$ cat src/rtl/noise_det_pkg.sv
// Shared types and sizing helpers for the windowed noise detector.
// Optional build macro used by this design: NOISE_DET_ABS_EN (signed |D1| compare).
package noise_det_pkg;

  typedef enum logic {
    CLEAN = 1'b0,
    NOISY = 1'b1
  } det_state_e;

  // Bits needed for a counter that must hold values 0..maxVal (never below 1 bit).
  function automatic int cntWidth(input int maxVal);
    return (maxVal < 1) ? 1 : $clog2(maxVal + 1);
  endfunction

endpackage

$ cat src/rtl/noise_win_counter.sv
// Sample/crossing counter for one observation window; emits a combinational close
// pulse and verdict. NOISE_DET_ABS_EN selects the signed |D1| > Tn compare.
module noise_win_counter
  import noise_det_pkg::*;
#(
  parameter int WIDTH    = 16,
  parameter int WIN_LEN  = 64,
  parameter int CROSS_TH = 3
) (
  input  logic             clk_i,
  input  logic             reset_i,
  input  logic             valid_i,
  input  logic [WIDTH-1:0] sample_i,
  input  logic [WIDTH-1:0] thresh_i,
  output logic             close_o,
  output logic             noisy_o
);

  localparam int SW = cntWidth(WIN_LEN - 1);
  localparam int CW = cntWidth(CROSS_TH);

  logic [SW-1:0] sampleCnt_q, sampleCnt_d;
  logic [CW-1:0] crossCnt_q, crossCnt_d;
  logic [CW:0]   crossSum;
  logic          crossHit;
  logic          lastSample;
  logic          thReached;

`ifdef NOISE_DET_ABS_EN
  logic [WIDTH-1:0] sampleMag;

  // The most-negative code has no positive twin, so it clamps to the largest positive value.
  always_comb begin
    sampleMag = sample_i;
    if (sample_i[WIDTH-1]) begin
      if (sample_i == {1'b1, {(WIDTH-1){1'b0}}}) begin
        sampleMag = {1'b0, {(WIDTH-1){1'b1}}};
      end else begin
        sampleMag = (~sample_i) + 1'b1;
      end
    end
    crossHit = (sampleMag > thresh_i);
  end
`else
  always_comb begin
    crossHit = (sample_i > thresh_i);
  end
`endif

  always_comb begin
    lastSample  = (sampleCnt_q == SW'(WIN_LEN - 1));
    crossSum    = {1'b0, crossCnt_q} + (CW + 1)'(crossHit);
    thReached   = (crossSum >= (CW + 1)'(CROSS_TH));
    close_o     = valid_i && lastSample;
    noisy_o     = thReached;
    sampleCnt_d = sampleCnt_q;
    crossCnt_d  = crossCnt_q;
    if (valid_i) begin
      if (lastSample) begin
        sampleCnt_d = '0;
        crossCnt_d  = '0;
      end else begin
        sampleCnt_d = sampleCnt_q + 1'b1;
        crossCnt_d  = thReached ? CW'(CROSS_TH) : crossSum[CW-1:0];
      end
    end
  end

  always_ff @(posedge clk_i) begin
    if (reset_i) begin
      sampleCnt_q <= '0;
      crossCnt_q  <= '0;
    end else begin
      sampleCnt_q <= sampleCnt_d;
      crossCnt_q  <= crossCnt_d;
    end
  end

endmodule

$ cat src/rtl/windowed_noise_detector.sv
// Window-based noise detector with hysteresis between CLEAN and NOISY states.
// Build macro NOISE_DET_ABS_EN treats D1 as two's-complement and compares |D1|.
module windowed_noise_detector
  import noise_det_pkg::*;
#(
  parameter int WIDTH       = 16,
  parameter int WIN_LEN     = 64,
  parameter int CROSS_TH    = 3,
  parameter int ASSERT_WIN  = 9,
  parameter int RELEASE_WIN = 4
) (
  input  logic             clk,
  input  logic             reset,
  input  logic             d_valid,
  input  logic [WIDTH-1:0] D1,
  input  logic [WIDTH-1:0] Tn,
  output logic             Select,
  output logic             win_done,
  output logic             win_noisy
);

  localparam int RUN_MAX = (ASSERT_WIN > RELEASE_WIN) ? ASSERT_WIN : RELEASE_WIN;
  localparam int RW      = cntWidth(RUN_MAX);

  if (WIN_LEN < 2) begin : gBadWinLen
    $error("windowed_noise_detector: WIN_LEN must be >= 2");
  end
  if ((CROSS_TH < 1) || (CROSS_TH > WIN_LEN)) begin : gBadCrossTh
    $error("windowed_noise_detector: CROSS_TH must be in 1..WIN_LEN");
  end
  if ((ASSERT_WIN < 1) || (RELEASE_WIN < 1)) begin : gBadRunLen
    $error("windowed_noise_detector: ASSERT_WIN and RELEASE_WIN must be >= 1");
  end

  logic          closeHit;
  logic          verdict;
  det_state_e    state_q, state_d;
  logic [RW-1:0] run_q, run_d, runInc;
  logic          winDone_q, winDone_d;
  logic          winNoisy_q, winNoisy_d;

  noise_win_counter #(
    .WIDTH   (WIDTH),
    .WIN_LEN (WIN_LEN),
    .CROSS_TH(CROSS_TH)
  ) uWinCounter (
    .clk_i   (clk),
    .reset_i (reset),
    .valid_i (d_valid),
    .sample_i(D1),
    .thresh_i(Tn),
    .close_o (closeHit),
    .noisy_o (verdict)
  );

  // The run counter tracks consecutive windows that disagree with the current state.
  always_comb begin
    state_d    = state_q;
    run_d      = run_q;
    runInc     = run_q + 1'b1;
    winDone_d  = closeHit;
    winNoisy_d = closeHit && verdict;
    if (closeHit) begin
      case (state_q)
        CLEAN: begin
          if (!verdict) begin
            run_d = '0;
          end else if (runInc == RW'(ASSERT_WIN)) begin
            state_d = NOISY;
            run_d   = '0;
          end else begin
            run_d = runInc;
          end
        end
        NOISY: begin
          if (verdict) begin
            run_d = '0;
          end else if (runInc == RW'(RELEASE_WIN)) begin
            state_d = CLEAN;
            run_d   = '0;
          end else begin
            run_d = runInc;
          end
        end
        default: begin
          state_d = CLEAN;
          run_d   = '0;
        end
      endcase
    end
  end

  always_ff @(posedge clk) begin
    if (reset) begin
      state_q    <= CLEAN;
      run_q      <= '0;
      winDone_q  <= 1'b0;
      winNoisy_q <= 1'b0;
    end else begin
      state_q    <= state_d;
      run_q      <= run_d;
      winDone_q  <= winDone_d;
      winNoisy_q <= winNoisy_d;
    end
  end

  assign Select    = (state_q == NOISY);
  assign win_done  = winDone_q;
  assign win_noisy = winNoisy_q;

endmodule

$ cat config.mk
export PLATFORM = sky130hd
export DESIGN_NAME = windowed_noise_detector
export DESIGN_NICKNAME = d
export VERILOG_FILES = /design/src/rtl/noise_det_pkg.sv /design/src/rtl/noise_win_counter.sv /design/src/rtl/windowed_noise_detector.sv
export SDC_FILE = /design/constraint.sdc
export NUM_CORES = 1
export LEC_CHECK = 0
export ABC_AREA = 1
export BUFFER_PORTS_ARGS = -buffer_cell sky130_fd_sc_hd__buf_2
export CORE_MARGIN = 5
export CORE_UTILIZATION = 40
export CTS_BUF_LIST = sky130_fd_sc_hd__clkbuf_4 sky130_fd_sc_hd__clkbuf_8
export CTS_CLUSTER_SIZE = 28
export DETAILED_ROUTE_END_ITERATION = 10
export GPL_TIMING_DRIVEN = 0
export PLACE_DENSITY = 0.73
export SLEW_MARGIN = 25
export SYNTH_ARGS = -nofsm -noshare
export SYNTH_HDL_FRONTEND = slang
export SYNTH_HIERARCHICAL = 1
export SYNTH_SLANG_ARGS = --single-unit
$ cat constraint.sdc
create_clock -name clk -period 3.2 [get_ports clk]
set_input_delay 0.64 -clock clk [delete_from_list [all_inputs] [get_ports clk]]
set_output_delay 0.64 -clock clk [all_outputs]
set_load 0.02 [all_outputs]
==> run summary, run 1 <==
==============================================================================
Count of unique library cells instantiated by Yosys                         24
Critical path required time                                            3.38 ns
Sequential fraction of the synthesis area                               0.2273
Largest family of logic cells by synthesized area                 simple AND/OR/NAND/NOR gates
Remaining global-route overflow                                              0
Antenna violations before repair                                             0
Synthesis warning total                                                      6
R2R depth                                                                    7
Total of cells resized after clock tree synthesis                            0
Critical register-to-register path startpoint                     uWinCounter/sampleCnt_q[3]
Root buffer cell                                                  sky130_fd_sc_hd__clkbuf_4
Data arrival time of the worst path                                    2.76 ns
Overall routed net length                                             2.518 mm
Layout filler cell count                                                   331
Maximum net fanout on the critical path                                      4
Count of hold buffers inserted by post-cts repair                            0
Class of the tightest hold or removal check                         reg -> reg
Start-to-end type of the worst setup path                            in -> reg
Final setup violation count                                                  0
Crit path time final                                                  2.582 ns
Number of detailed-routing iterations run before antenna repair              4
Latest clock arrival within the worst-skew pair                        0.28 ns
Post-Synth Simple-Gate Area                                             0.2898
Final hold viol count                                                        0
Core Region                                                           3103 um2
Worst Clk Skew                                                     0.002889 ns
Count of boundary I/O pins                                                  38
Final cycle utilization of the critical path                            0.8069
Type of destination of the critical path                                  flop
Vias after detailed routing                                              1,258
End of the worst hold path                                        uWinCounter/sampleCnt_q[2]
Number of CTS-inserted buffers                                               3
Overall track demand over capacity in global routing                    0.1146
RD Place Congestion                                                     0.8493
Syn Std Cell Area                                                     1321 um2
Postcts setup bufs                                                           0
Final sum of negative setup slack                                         0 ns
Finished Layout Cells                                                      283
Average cell area after synthesis                                    6.640 um2
Count of buffers inserted at the top-level ports                            36
Xor and xnor area share after synthesis                                      0
Proportion of synthesized area in mux cells                                  0
DRC marker count from the first detailed-route iteration                    21
Reg-to-reg critical path endpoint                                       Select
CTS sink cnt                                                                15
Maximum vdd ir drop                                                  0.2586 mV
Half-perimeter wire length after detailed placement                   2.148 mm
Area added between synthesis and finish                                 20.08%
CTS Buffer Depth                                                             2
CTS tree                                                                  done
Number of H-tree branching levels                                            1
Power Density                                                     257.6 nW/um2
Slew Limit Fails                                                             0
Synthesized-area fraction occupied by ao, oa, aoi and oai cells         0.1297
Number of nets in the layout                                               298
Setup slack, reg-to-reg                                                1.54 ns
Max_slew headroom                                                       0.7676
Post-route DRC violation count                                               0
Maximum Capacitance Violations                                               0
Area share of the largest cell type after synthesis                     0.2273
Adder-Cell Fraction of Synth Area                                       0.2178
Global-route wire length before repair                                4.112 mm
Post-detailed-route via-to-cell ratio                                    4.445
Hold Crit Start                                                   uWinCounter/sampleCnt_q[2]
Pin count of the biggest net entering global routing                        10
Cell count after placement                                                 279
Post-route worst hold slack                                          0.4879 ns
Largest area contributor in the netlist                           sky130_fd_sc_hd__dfxtp_1
Layout cells sized above 1                                              0.2176
Initial Util                                                            0.4258
Cell count after synthesis                                                 199
Final routed wire length divided by cell count                        8.898 um
Cell row count                                                              20
Die extent in x                                                       67.48 um
Clock transition at the registers of the reported paths                0.09 ns
Antenna cell count                                                           0
Synthesized net count                                                      257
Unrepaired setup endpoints after global routing                             no
Number of storage elements in the synthesis netlist                         15
Top achievable clock speed                                           387.3 MHz
Vertical extent of the die                                            67.48 um
Number of instances on the worst hold path                                   2
Setup crit start kind                                                input pin
Area of the die                                                       4553 um2
Largest cells by area after synthesis                             sky130_fd_sc_hd__dfxtp_1 23%, sky130_fd_sc_hd__ha_1 22%, sky130_fd_sc_hd__nand2_1 13%
Leakage power total                                                  0.8880 nW
Vias in the first global route                                           1,085
Outcome                                                           complete, no violations
Number of nets still failing antenna checks after routing                    0
Slew of the pin with the lowest slew margin                          0.3474 ns
==============================================================================
[worst max path at each step]
| stage | end | cells past startpoint | from |
|---|---|---|---|
| 2_1_floorplan | run_q[1] | 18 | Tn[15] |
| 3_3_place_gp | run_q[1] | 19 | Tn[7] |
| 3_5_place_dp | run_q[1] | 19 | Tn[7] |
| 4_1_cts | run_q[1] | 19 | Tn[7] |
| 5_1_grt | run_q[1] | 19 | Tn[7] |
| 6_report | run_q[1] | 19 | Tn[7] |
[per-layer routing]
metal	routed length [um]	GRT usage	vias to the layer above
li1	-	-	704
met1	1172	0.1384	539
met2	1235	0.2041	15
met3	110	0.03328	0
met4	0	0.01519	0
met5	0	0	-
[where the power goes]
| part | leakage [nW] | total [W] | switching, W | internal [W] |
|---|---|---|---|---|
| Clock | 0.0184 | 0.000116 | 0.0000596 | 0.0000568 |
| Sequential | 0.122 | 0.000194 | 0.00000332 | 0.000191 |
| Combinational | 0.748 | 0.0000978 | 0.0000515 | 0.0000463 |
| Total | 0.888 | 0.000409 | 0.000114 | 0.000294 |
[cell usage in the layout (no fill, tap or decap), drive strengths merged]
| cell | count |
|---|---|
| clkinv | 1 |
| nand4 | 3 |
| o21bai | 2 |
| dfxtp | 15 |
| inv | 43 |
| buf | 37 |
| nand2 | 51 |
| clkbuf | 4 |
| a21o | 1 |
| nor3b | 1 |
| o21ai | 9 |
| a21oi | 17 |
| ha | 23 |
| nor2 | 19 |
| nand3 | 7 |
| o21a | 1 |
| nor3 | 5 |
[state kept, by name, summed over array words and instances, names as in the netlist]
name                     count
Select                       1
win_done                     1
win_noisy                    1
uWinCounter/sampleCnt_q      6
uWinCounter/crossCnt_q       2
run_q                        4
[cell families (layout without fill, tap and decap cells)]
group | Yosys count | after routing
buffers and inverters | 45 | 85
AOI/OAI and AO/OA | 30 | 30
and+or+nand+nor | 86 | 86
DFF | 15 | 15
adders and majority gates | 23 | 23
[per-stage QoR]
stage	utilization	power, W	setup slack, ns	area (um2)
final	0.5113	0.0004086	0.6180	1587
after global routing	0.5113	0.0004457	0.3445	1587
after CTS	0.5113	0.0004158	0.5934	1587
after detailed placement	0.5016	0.0002982	0.2937	1556
after global placement	0.5016	0.0002956	0.2847	1556
after floorplan	-	0.0002630	0.5797	1321
[Yosys cell counts (all sizes together)]
master / count
o21a: 1
clkinv: 1
buf: 1
a21o: 1
o21ai: 9
a21oi: 17
nand4: 3
nor3b: 1
dfxtp: 15
nand3: 7
inv: 43
ha: 23
nor2: 19
o21bai: 2
nor3: 5
nand2: 51
[critical path, stage by stage]
cell,delay [ns]
sky130_fd_sc_hd__buf_2,0.08
sky130_fd_sc_hd__inv_1,0.04
sky130_fd_sc_hd__ha_1,0.28
sky130_fd_sc_hd__nand2_1,0.06
sky130_fd_sc_hd__nor2_1,0.15
sky130_fd_sc_hd__nand2_1,0.07
sky130_fd_sc_hd__nand2_1,0.07
sky130_fd_sc_hd__nand2_1,0.05
sky130_fd_sc_hd__a21oi_1,0.17
sky130_fd_sc_hd__ha_1,0.17
sky130_fd_sc_hd__inv_1,0.04
sky130_fd_sc_hd__ha_1,0.26
sky130_fd_sc_hd__nand2_1,0.06
sky130_fd_sc_hd__nand2_1,0.08
sky130_fd_sc_hd__inv_1,0.12
sky130_fd_sc_hd__nor2_1,0.08
sky130_fd_sc_hd__o21a_1,0.18
sky130_fd_sc_hd__o21ai_0,0.13
sky130_fd_sc_hd__inv_1,0.05
[area by class of cell]
class                           instances  area [um2]  share of cell area
Buffer                                  1       11.26            0.007098
Clock buffer                            4       30.03             0.01893
Inverter                               44       167.7              0.1057
Multi-Input combinational cell        139       842.1              0.5308
Sequential cell                        15       300.3              0.1893
Tap cell                               44       55.05             0.03470
Timing Repair Buffer                   36       180.2              0.1136
Power figures use the tool's default switching activity.
==> run 2: changes to the inputs <==
--- a/config.mk
+++ b/config.mk
@@ -5,7 +5,7 @@
 export SDC_FILE = /design/constraint.sdc
 export NUM_CORES = 1
 export LEC_CHECK = 0
-export ABC_AREA = 1
+export ABC_AREA = 0
 export BUFFER_PORTS_ARGS = -buffer_cell sky130_fd_sc_hd__buf_2
 export CORE_MARGIN = 5
 export CORE_UTILIZATION = 40
@@ -13,7 +13,7 @@
 export CTS_CLUSTER_SIZE = 28
 export DETAILED_ROUTE_END_ITERATION = 10
 export GPL_TIMING_DRIVEN = 0
-export PLACE_DENSITY = 0.73
+export PLACE_DENSITY = 0.76
 export SLEW_MARGIN = 25
 export SYNTH_ARGS = -nofsm -noshare
 export SYNTH_HDL_FRONTEND = slang
==> constraint.sdc (replaced) <==
create_clock -name clk -period 2.3 [get_ports clk]
set_input_delay 0.46 -clock clk [delete_from_list [all_inputs] [get_ports clk]]
set_output_delay 0.46 -clock clk [all_outputs]
set_load 0.02 [all_outputs]
==> run summary, run 2 <==
=====================================================================================
Crit path time final                                                         2.748 ns
Initial Util                                                                   0.4132
CTS sink cnt                                                                       15
Met3 usage                                                                    0.03061
Largest area contributor in the netlist                                  sky130_fd_sc_hd__dfxtp_1
Number of CTS-inserted buffers                                                      3
Overall track demand over capacity in global routing                           0.1409
GR met1 Demand/Resource                                                        0.1813
Synthesized net count                                                             211
Final cycle utilization of the critical path                                    1.195
Async set-reset flop share out of synthesis                                         0
RD Place Congestion                                                            0.7772
Post-route worst hold slack                                                 0.5037 ns
Cell row count                                                                     20
Area added between synthesis and finish                                        44.40%
Leakage power total                                                         0.7944 nW
Vias in the first global route                                                  1,165
Slew of the pin with the lowest slew margin                                 0.5839 ns
Average cell area after synthesis                                           8.178 um2
Biggest regs                                                             uWinCounter/sampleCnt_q (6), run_q (4), uWinCounter/crossCnt_q (2)
Worst setup margin                                                         -0.4477 ns
Most frequent standard cell in the layout excluding fill and tap cells   sky130_fd_sc_hd__buf_2
Number of nets in the layout                                                      258
Post-detailed-route via-to-cell ratio                                           4.909
Biggest register                                                         uWinCounter/sampleCnt_q
GR met2 Demand/Resource                                                        0.2328
Worst Clk Skew                                                            0.002824 ns
Sequential fraction of the synthesis area                                      0.2400
Count of buffers inserted at the top-level ports                                   37
Final routed wire length divided by cell count                               11.94 um
Flip-flop cell with the highest count after synthesis                    sky130_fd_sc_hd__dfxtp_1
Cell types with the highest counts after synthesis                       23 x sky130_fd_sc_hd__ha_1, 22 x sky130_fd_sc_hd__inv_1, 15 x sky130_fd_sc_hd__dfxtp_1, 13 x sky130_fd_sc_hd__a21oi_1, 11 x sky130_fd_sc_hd__nor2_1
Setup crit start kind                                                       input pin
Max_slew headroom                                                              0.6054
Class of the tightest hold or removal check                                reg -> reg
Start-to-end type of the worst setup path                                   in -> reg
CTS tree                                                                         done
Pin count of the biggest net entering global routing                               14
Layout filler cell count                                                          259
Maximum net fanout on the critical path                                             4
Power Density                                                            344.4 nW/um2
Number of H-tree branching levels                                                   1
Post-synth EDFFs                                                                    0
Vias after detailed routing                                                     1,193
Slew Limit Fails                                                                    0
Maximum vdd ir drop                                                         0.3318 mV
Area occupied by multi-input gates                                           1037 um2
Clock transition at the registers of the reported paths                       0.09 ns
Post-layout util                                                               0.5967
Unrepaired setup endpoints after global routing                                   yes
Global-route wire length before repair                                       4.871 mm
Largest cells by area after synthesis                                    sky130_fd_sc_hd__dfxtp_1 24%, sky130_fd_sc_hd__ha_1 23%, sky130_fd_sc_hd__inv_1 6.6%
Critical path required time                                                   2.47 ns
Maximum Capacitance Violations                                                      0
Top achievable clock speed                                                  363.9 MHz
Half-perimeter wire length after detailed placement                          2.177 mm
Type of destination of the critical path                                         flop
Violated checks                                                          negative setup slack
Root buffer cell                                                         sky130_fd_sc_hd__clkbuf_4
Latest clock arrival within the worst-skew pair                               0.28 ns
Count of boundary I/O pins                                                         38
Number of detailed-routing iterations run before antenna repair                     4
Antenna violations before repair                                                    0
Syn Std Cell Area                                                            1251 um2
DRC marker count from the first detailed-route iteration                           58
Final hold viol count                                                               0
Most heavily used metal layer in global routing                                  met2
Leading cell types in the layout, fill and taps excluded                 30 x sky130_fd_sc_hd__buf_2, 15 x sky130_fd_sc_hd__dfxtp_1, 13 x sky130_fd_sc_hd__inv_1
Core Region                                                                  3028 um2
Count of unique library cells instantiated by Yosys                                38
Vertical extent of the die                                                   65.93 um
Most common cell in the synthesized netlist                              sky130_fd_sc_hd__ha_1
Layout cells sized above 1                                                     0.4221
Remaining global-route overflow                                                     0
Number of storage elements in the synthesis netlist                                15
Outcome                                                                  finished, violations left
Die extent in x                                                              65.93 um
Cell count after synthesis                                                        153
CTS Buffer Depth                                                                    2
Area share of the largest cell type after synthesis                            0.2400
Overall routed net length                                                    2.901 mm
Setup slack, reg-to-reg                                                       0.45 ns
Number of nets still failing antenna checks after routing                           0
Area of the die                                                              4347 um2
Area taken by flip-flops and latches                                        300.3 um2
Antenna cell count                                                                  0
Data arrival time of the worst path                                           2.92 ns
Flip-flop count of the largest register after layout                                6
Post-route DRC violation count                                                      0
Synthesis warning total                                                             6
Final setup violation count                                                         5
=====================================================================================
-- run 2: cell count changes after synthesis, sizes merged, moves of 4 or more --
cell   previous run  this run
nor2             19        11
inv              43        22
nor2b             0         4
nand2            51         9
nor3              5         1
a21oi            17        13
-- run 2: cells by family after synthesis --
group           share of synthesized area
xor+xnor                          0.03501
simple gates                       0.2400
compound gates                     0.1850
flops                              0.2400
fa+ha+maj                          0.2300
buf+inv                           0.07000
-- run 2: layer usage --
metal	up-vias	part of all wire	routed length, um
li1	632	-	-
met1	526	0.46	1334
met2	33	0.46	1343
met3	2	0.073	211
met4	0	0.0038	11
met5	-	0	0
-- run 2: report_power, final --
group	switching (W)	internal [W]
Combinational	0.0000821	0.000107
Clock	0.0000814	0.0000791
Sequential	0.00000680	0.000266
-- run 2: final timing paths --
kind / startpoint / to / cells past startpoint
setup / recovery: Tn[9] / run_q[3] / 17
hold / removal: uWinCounter/sampleCnt_q[1] / uWinCounter/sampleCnt_q[1] / 2
setup reg to reg: run_q[0] / Select / 5
hold reg to reg: uWinCounter/sampleCnt_q[1] / uWinCounter/sampleCnt_q[1] / 2
-- run 2: stage by stage --
stage          TNS (ns)  instances  area (um2)   power, W  worst slack, ns
5_1_grt          -2.481        243        1807  0.0006636          -0.5872
3_3_place_gp     -4.488        234        1645  0.0004297          -0.8910
3_5_place_dp     -5.001        234        1645  0.0004361          -0.9542
4_1_cts          -1.703        243        1800  0.0006298          -0.4506
2_1_floorplan    -1.852        153        1405  0.0003747          -0.4684
6_report         -1.750        243        1807  0.0006223          -0.4477
-- run 2: timing repair --
item	4_1_cts	5_1_grt
resized for setup	15	1
setup buffers	5	0
endpoints found under the setup margin	6	6
hold buffers	0	0
pin swaps	13	5
-- run 2: final cells by class --
cell class,count,share of cell area
sequential,15,0.1662
clock buffer,4,0.01662
buffer,1,0.002770
timing repair buffer,42,0.1530
tap,44,0.03047
inverter,22,0.05679
multi-input combinational,115,0.5741
-- run 2: critical path, cell delays in order --
cell,delay [ns]
sky130_fd_sc_hd__buf_8,0.09
sky130_fd_sc_hd__inv_12,0.03
sky130_fd_sc_hd__ha_4,0.22
sky130_fd_sc_hd__nand4_1,0.13
sky130_fd_sc_hd__buf_4,0.12
sky130_fd_sc_hd__nor2_1,0.03
sky130_fd_sc_hd__a221o_1,0.30
sky130_fd_sc_hd__o31a_1,0.30
sky130_fd_sc_hd__ha_2,0.18
sky130_fd_sc_hd__inv_2,0.06
sky130_fd_sc_hd__ha_4,0.19
sky130_fd_sc_hd__a22o_4,0.23
sky130_fd_sc_hd__nor2b_4,0.13
sky130_fd_sc_hd__nor2b_4,0.13
sky130_fd_sc_hd__a21oi_2,0.14
sky130_fd_sc_hd__o21bai_1,0.11
sky130_fd_sc_hd__a21oi_1,0.07
